<file path="src/rtl/branch_predictor.sv">
// branch_predictor: direct-mapped BTB plus a parallel untagged table of
// 2-bit saturating counters, indexed by pc[IDX_BITS+1:2].
//
// Ports:
//   clk, rst          clock; synchronous active-high reset
//   if_pc             fetch PC; pred_taken / pred_target are combinational
//                     predictions for it
//   ex_valid/ex_stall a conditional branch resolves in EX; stall holds it
//   ex_pc, ex_br_en, ex_target              resolved branch information
//   ex_pred_taken, ex_pred_target           prediction carried with branch
//   mispredict, redirect_pc                 combinational flush request
//   stat_branches, stat_mispredicts         registered performance counters
module branch_predictor #(
  parameter int unsigned IDX_BITS = 6,
  parameter int unsigned TAG_BITS = 32 - IDX_BITS - 2
) (
  input  logic        clk,
  input  logic        rst,
  input  logic [31:0] if_pc,
  output logic        pred_taken,
  output logic [31:0] pred_target,
  input  logic        ex_valid,
  input  logic        ex_stall,
  input  logic [31:0] ex_pc,
  input  logic        ex_br_en,
  input  logic [31:0] ex_target,
  input  logic        ex_pred_taken,
  input  logic [31:0] ex_pred_target,
  output logic        mispredict,
  output logic [31:0] redirect_pc,
  output logic [31:0] stat_branches,
  output logic [31:0] stat_mispredicts
);

  localparam int unsigned ENTRIES = 1 << IDX_BITS;

  logic                valid_q  [ENTRIES];
  logic [TAG_BITS-1:0] tag_q    [ENTRIES];
  logic [31:0]         target_q [ENTRIES];
  logic [1:0]          ctr_q    [ENTRIES];

  logic [IDX_BITS-1:0] if_idx;
  logic [IDX_BITS-1:0] ex_idx;
  logic [TAG_BITS-1:0] if_tag;
  logic [TAG_BITS-1:0] ex_tag;
  logic                hit;
  logic                upd;
  logic                unused_pc_bits;

  assign if_idx = if_pc[IDX_BITS+1:2];
  assign if_tag = if_pc[31:IDX_BITS+2];
  assign ex_idx = ex_pc[IDX_BITS+1:2];
  assign ex_tag = ex_pc[31:IDX_BITS+2];

  // Word-aligned PCs: the byte-offset bits carry no information here.
  assign unused_pc_bits = ^{if_pc[1:0], ex_pc[1:0]};

  // Training happens only for a resolved, unstalled branch outside reset.
  assign upd = ex_valid && !ex_stall && !rst;

  // Fetch-side prediction; reads pre-edge state, so no write bypass.
  always_comb begin
    hit         = 1'b0;
    pred_taken  = 1'b0;
    pred_target = if_pc + 32'd4;
    hit         = valid_q[if_idx] && (tag_q[if_idx] == if_tag);
    pred_taken  = hit && ctr_q[if_idx][1];
    if (pred_taken) begin
      pred_target = target_q[if_idx];
    end
  end

  // Flush request; stall gating of the flush belongs to the hazard unit.
  always_comb begin
    mispredict  = 1'b0;
    redirect_pc = ex_br_en ? ex_target : ex_pc + 32'd4;
    if (ex_valid) begin
      mispredict = (ex_br_en != ex_pred_taken) ||
                   (ex_br_en && (ex_pred_target != ex_target));
    end
  end

  // Valid bits and saturating counters; counters train on every branch.
  always_ff @(posedge clk) begin
    if (rst) begin
      for (int i = 0; i < ENTRIES; i++) begin
        valid_q[i] <= 1'b0;
        ctr_q[i]   <= 2'b01;
      end
    end else if (upd) begin
      if (ex_br_en) begin
        valid_q[ex_idx] <= 1'b1;
        if (ctr_q[ex_idx] != 2'b11) begin
          ctr_q[ex_idx] <= ctr_q[ex_idx] + 2'd1;
        end
      end else if (ctr_q[ex_idx] != 2'b00) begin
        ctr_q[ex_idx] <= ctr_q[ex_idx] - 2'd1;
      end
    end
  end

  // Tag/target payload: only taken branches allocate, overwriting aliases.
  always_ff @(posedge clk) begin
    if (upd && ex_br_en) begin
      tag_q[ex_idx]    <= ex_tag;
      target_q[ex_idx] <= ex_target;
    end
  end

  // Performance counters, wrapping modulo 2^32.
  always_ff @(posedge clk) begin
    if (rst) begin
      stat_branches    <= 32'd0;
      stat_mispredicts <= 32'd0;
    end else if (upd) begin
      stat_branches <= stat_branches + 32'd1;
      if (mispredict) begin
        stat_mispredicts <= stat_mispredicts + 32'd1;
      end
    end
  end

endmodule

</file>
<file path="config.mk">
export PLATFORM = sky130hd
export DESIGN_NAME = branch_predictor
export DESIGN_NICKNAME = d
export VERILOG_FILES = /design/src/rtl/branch_predictor.sv
export SDC_FILE = /design/constraint.sdc
export NUM_CORES = 2
export LEC_CHECK = 0
export CORE_MARGIN = 2
export CORE_UTILIZATION = 41
export DETAILED_ROUTE_END_ITERATION = 10
export DONT_BUFFER_PORTS = 1
export HOLD_SLACK_MARGIN = 0.12
export MAX_ROUTING_LAYER = met4
export SLEW_MARGIN = 20
export SYNTH_ARGS = -nofsm -noshare
export SYNTH_HDL_FRONTEND = slang
export SYNTH_SLANG_ARGS = --single-unit
export TNS_END_PERCENT = 100
</file>
<file path="constraint.sdc">
create_clock -name clk -period 5.85 [get_ports clk]
set_clock_uncertainty 0.2 [all_clocks]
set_input_delay 0.8775 -clock clk [delete_from_list [all_inputs] [get_ports clk]]
set_output_delay 0.8775 -clock clk [all_outputs]
set_load 0.005 [all_outputs]
</file>
[After elaboration in Yosys (flattened, before gate mapping)]
Memory sizes are Yosys's and may differ from the RTL's.
Index checks and enable logic that the tools add are counted.
Storage, ports and cells
  flip-flop bits (word level): 64
  bits in writable memories: 3776
  memories: 4
  output and inout port bits: 130
Memories
  target_q: words 64, width 32, read ports 1, clocked after Yosys merged registers in 0, write ports 1, RTL line 39  | logic [31:0] target_q [ENTRIES];
  tag_q: words 64, width 24, read ports 1, clocked after Yosys merged registers in 0, write ports 1, RTL line 38  | logic [TAG_BITS-1:0] tag_q [ENTRIES];
  ctr_q: words 64, width 2, read ports 2, clocked after Yosys merged registers in 0, write ports 64, RTL line 40  | logic [1:0] ctr_q [ENTRIES];
  valid_q: words 64, width 1, read ports 1, clocked after Yosys merged registers in 0, write ports 64, RTL line 37  | logic valid_q [ENTRIES];
Cells by class
  bitwise gates (word level): 1
  mux-type cells: 28
  reductions and logical operators: 13
  eq/ne operators: 4
  add/sub/neg operators: 6
Operators with widths (number)
  $add A32 B1 Y32 const B: 2
  $add A32 B3 Y32 const B: 2
  $mux W32: 2
  $ne A32 B32 Y1: 1
  $eq A24 B24 Y1: 1
  $mux W1: 22
  $mux W6: 2
  $logic_and A1 B1 Y1: 6
  $mux W2: 2
  $add A2 B1 Y2 const B: 1
  $logic_not A1 Y1: 2
  $ne A2 B2 Y1 const B: 1
  $reduce_and A2 Y1: 1
  $reduce_bool A2 Y1: 1
  $reduce_or A2 Y1: 1
  $sub A2 B1 Y2 const B: 1
  $logic_or A1 B1 Y1: 1
  $ne A1 B1 Y1: 1
  $or A1 B1 Y1: 1
  $reduce_or A1 Y1: 1

[Depth between registers and ports, before layout]
An unclocked memory read counts as a cell.
  depth in word-level cells: 10
  mapped depth: 17
  gate-level depth less buffers: 10

[Worst setup path before layout]
OpenSTA, ideal clock, no wires.
  kind: input to output
  from: input if_pc[2]
  to: output pred_target[31]
  cell stages on the path: 11
  slack: 0.452 ns
  arrival time: 4.320 ns
  cell sequence: buf_6 > buf_6 > buf_4 > buf_6 > buf_2 > buf_2 > buf_1 > mux4_2 > mux4_2 > mux4_2 > mux2_2
On the way
  cells in the longest elaborated chain, start to end: 5
RTL lines
  from (decl): RTL line 19  | input logic [31:0] if_pc,
  $mem_v2 Z64 W24
  $eq A24 B24 Y1: RTL line 66  | hit = valid_q[if_idx] && (tag_q[if_idx] == if_tag);
  $logic_and A1 B1 Y1: RTL line 66
  $logic_and A1 B1 Y1: RTL line 67  | pred_taken = hit && ctr_q[if_idx][1];
  $mux W32 (*): RTL line 68  | if (pred_taken) begin
  to (decl): RTL line 21  | output logic [31:0] pred_target,
Mark *: on every way between the ends. The rest lies on a longest branch, timed or not.

[Final worst setup path]
  from: input if_pc[5]
  to: output pred_target[6]
Same word-level chain as after synthesis.

==> reports/qor.txt <==
CP Cell Sequence - mux4_2 -> nor2b_4 -> a211oi_2 -> a211oi_2 -> a21oi_2 -> a21o_1 -> buf_12 -> xnor2_2 -> or4_4 -> nor4b_4 -> buf_6 -> buf_12 -> buf_12 -> buf_16 -> mux2_4
Top cells by count, synth - edfxtp_1 (3712), mux4_2 (1005), nand2_1 (316), nor2_1 (235), mux2i_1 (215)
Overall routing resource usage - 27.2%
DR pass1 iterations - 6
Filler Cell Count - 29.3k
WL/cell - 39.5 µm
First-pass GRT wire length - 670000 µm
Period Utilization, post-route - 114%
Slew @ Worst Pin - 2.21 ns
Worst EP required - 4.77 ns
Post-synth top area share - 73.8%
Clock tree from TritonCTS - done
Clk slew on worst S/H paths - 0.06 ns
Worst-path fanout max - 208
Type of the worst min-delay path - input port to register
Gpl congestion - 0.886
Layout cells sized above 1 - 28.3%
Die Wd - 611 µm
Synthesized Nets - 7262
H-tree Lvls - 5
Setup Viol. Count Final - 33
Critical path class - input port to output port
Tmin final - 6.66 ns
Most frequent cell after synthesis - edfxtp_1
Largest family of logic cells by synthesized area - multiplexers
Max-cap violations - 0
PwrDens - 329 nW/µm²
Layout area overhead - 17.0%
CTS Buffer Depth - 4
DIE AREA - 373000 µm²
Rows - 222
I/O Pins - 264
Peak Freq - 0.150 GHz
Most frequent CP cell - buf_12
ANT nets after route - 0
Number of flops mapped to enable cells by yosys - 3712
Initial Util - 41.2%
Status - complete, but fails checks
Maximum vdd ir drop - 234 µV
Syn avg cell area - 21.2 µm²
#FFs+latches synth - 3840
Largest net degree at the start of global routing - 993
Area leader, netlist - edfxtp_1
Synth Area in Compound Gates - 2.27%
Clock Latency Late Sink - 0.96 ns
Crit path launch type - input port
Failing checks - max-slew violations, negative setup slack
Final hold violation count - 0
Post-Synth Simple-Gate Area - 2.75%
Number of global-route vias before repair - 78.4k
Lkg Pwr - 56.0 nW
TritonCTS buffer count - 394
Setup WS pre-CTS - -2.29 ns
Nature of the critical path endpoint - output port
Initial DRC Count - 14.4k
Post-synthesis xor/xnor area fraction - 0.910%
Worst Hold Slack - 0.187 ns
Primary FF master, synth - edfxtp_1
Synthesis Warnings - 0
Net count, final - 7828
Final WL - 510000 µm
Mux cell area share after synthesis - 17.0%
RSZ-0062 raised after global routing - yes
CP max stage cell - mux4_2
TritonCTS Sinks - 3840
Final WS setup - -0.811 ns
Synth async-reset ratio - 0%
Netlist cell types - 89
Register area share after synthesis - 75.5%
Max_slew headroom - -47.1%
Worst endpoint data arrival time - 5.58 ns
Most area-consuming cells after synthesis - edfxtp_1 (74%), mux4_2 (15%), dfxtp_1 (1.7%)
Clk root buf - clkbuf_16
Core Area - 366000 µm²
Synth Area in Adders - 0.0331%
Final HPWL from detailed placement - 251000 µm
Port buffer count - 0
Slew Limit Fails - 133
Antenna violations before repair - 50
Vias post-DR - 82.2k
Drt via density - 6.36
Critical path's largest stage delay - 0.80 ns
Netlist Area Pre-Place - 151000 µm²
Grt ovf - 0
DRC Markers - 0
Gate count after technology mapping - 7124
Height of the die - 611 µm
[registers in the layout (all words and copies together) (netlist names)]
name / flops
ctr_q: 128
stat_branches: 32
stat_mispredicts: 32
tag_q: 1536
target_q: 2048
valid_q: 64
[metal layers]
metal	wire length, µm	vias to the layer above	track usage [%]
li1	-	30984	-
met1	188000	44650	35.7
met2	237000	5705	41.3
met3	57400	881	5.39
met4	27300	0	11.9
met5	0	-	-
[stage by stage]
step	power, mW	utilization [%]	setup TNS (ns)	instance area (µm²)	cells
global route	59.4	48.3	-10.77	177000	12911
floorplan	32.4	-	0	151000	7124
global placement	33.0	43.6	-71.79	160000	11878
finish	58.2	48.3	-24.05	177000	12920
detailed placement	33.0	43.6	-73.80	160000	11879
CTS	58.0	47.8	-1.40	175000	12751
[where the power goes]
group          switching [mW]  internal [mW]  leakage [nW]
sequential             0.0228           30.2          34.3
clock                    10.6           14.2          6.05
combinational            1.83           1.39          15.6
total                    12.4           45.7          56.0
[worst max-delay path: cells and delay by family]
family / cells / cell delay, ns
buffers and inverters: 5 / 0.73
and+or+nand+nor: 3 / 1.02
AOI/OAI and AO/OA: 4 / 0.73
xor gates and xnor gates: 1 / 0.05
muxes: 2 / 1.10
[placed cells by master, fill, tap and decap left out, drive strengths merged, types with 16 or more instances in the layout]
cell,count
o221ai,21
clkbuf,532
a221oi,17
a22oi,40
o21ai,123
clkinv,144
nor4,16
edfxtp,3712
a21oi,60
a31oi,16
a211oi,24
xnor2,64
nor3,51
o22ai,60
nand3,83
bufinv,34
or3,25
mux2i,215
nor2b,26
mux2,64
and2,22
nor2,237
a21o,67
dfxtp,128
inv,39
buf,487
and3,32
diode,101
dlygate4sd3,62
nand2,317
xor2,93
nand4,28
mux4,1010
[kinds of logic (layout without fill, tap and decap cells)]
family          after synthesis  in the layout
flops                      3840           3840
fa+ha+maj                     4              4
compound gates              508            508
xor+xnor                    157            157
other cells                   0            101
mux                        1289           1289
simple gates                890            890
buf+inv                     436           1315
[worst paths after layout]
kind / to / depth (start not counted) / from / slack (ns)
setup reg to reg: ctr_q[39][1]$_SDFFCE_PN0P_ / 10 / ctr_q[45][1]$_SDFFCE_PN0P_ / 1.63
hold reg to reg: valid_q[10]$_DFF_P_ / 1 / valid_q[10]$_DFF_P_ / 0.25
hold / removal: stat_mispredicts[5]$_SDFFE_PP0P_ / 2 / rst / 0.19
setup / recovery: pred_target[6] / 15 / if_pc[5] / -0.81
[timing repair]
item                                    in CTS  in global routing
endpoints found under the hold margin     3647                  0
endpoints found under the setup margin      33                 33
pin swaps                                   11                 13
buffers inserted                            24                 39
gates resized for setup                     44                 52
gates cloned                                21                 25
hold buffers                               119                  0
[area by class of cell]
class / count / area, µm² / area share (%)
flip-flops and latches: 3840 / 114000 / 64.5
multi-input cells: 2848 / 35600 / 20.1
clock buffers: 510 / 10500 / 5.96
repair buffers: 580 / 8350 / 4.72
well taps: 4816 / 6030 / 3.41
clock inverters: 199 / 1920 / 1.08
diodes: 101 / 253 / 0.143
inverters: 26 / 109 / 0.0616
No activity file was read; power rests on OpenSTA's default activity.
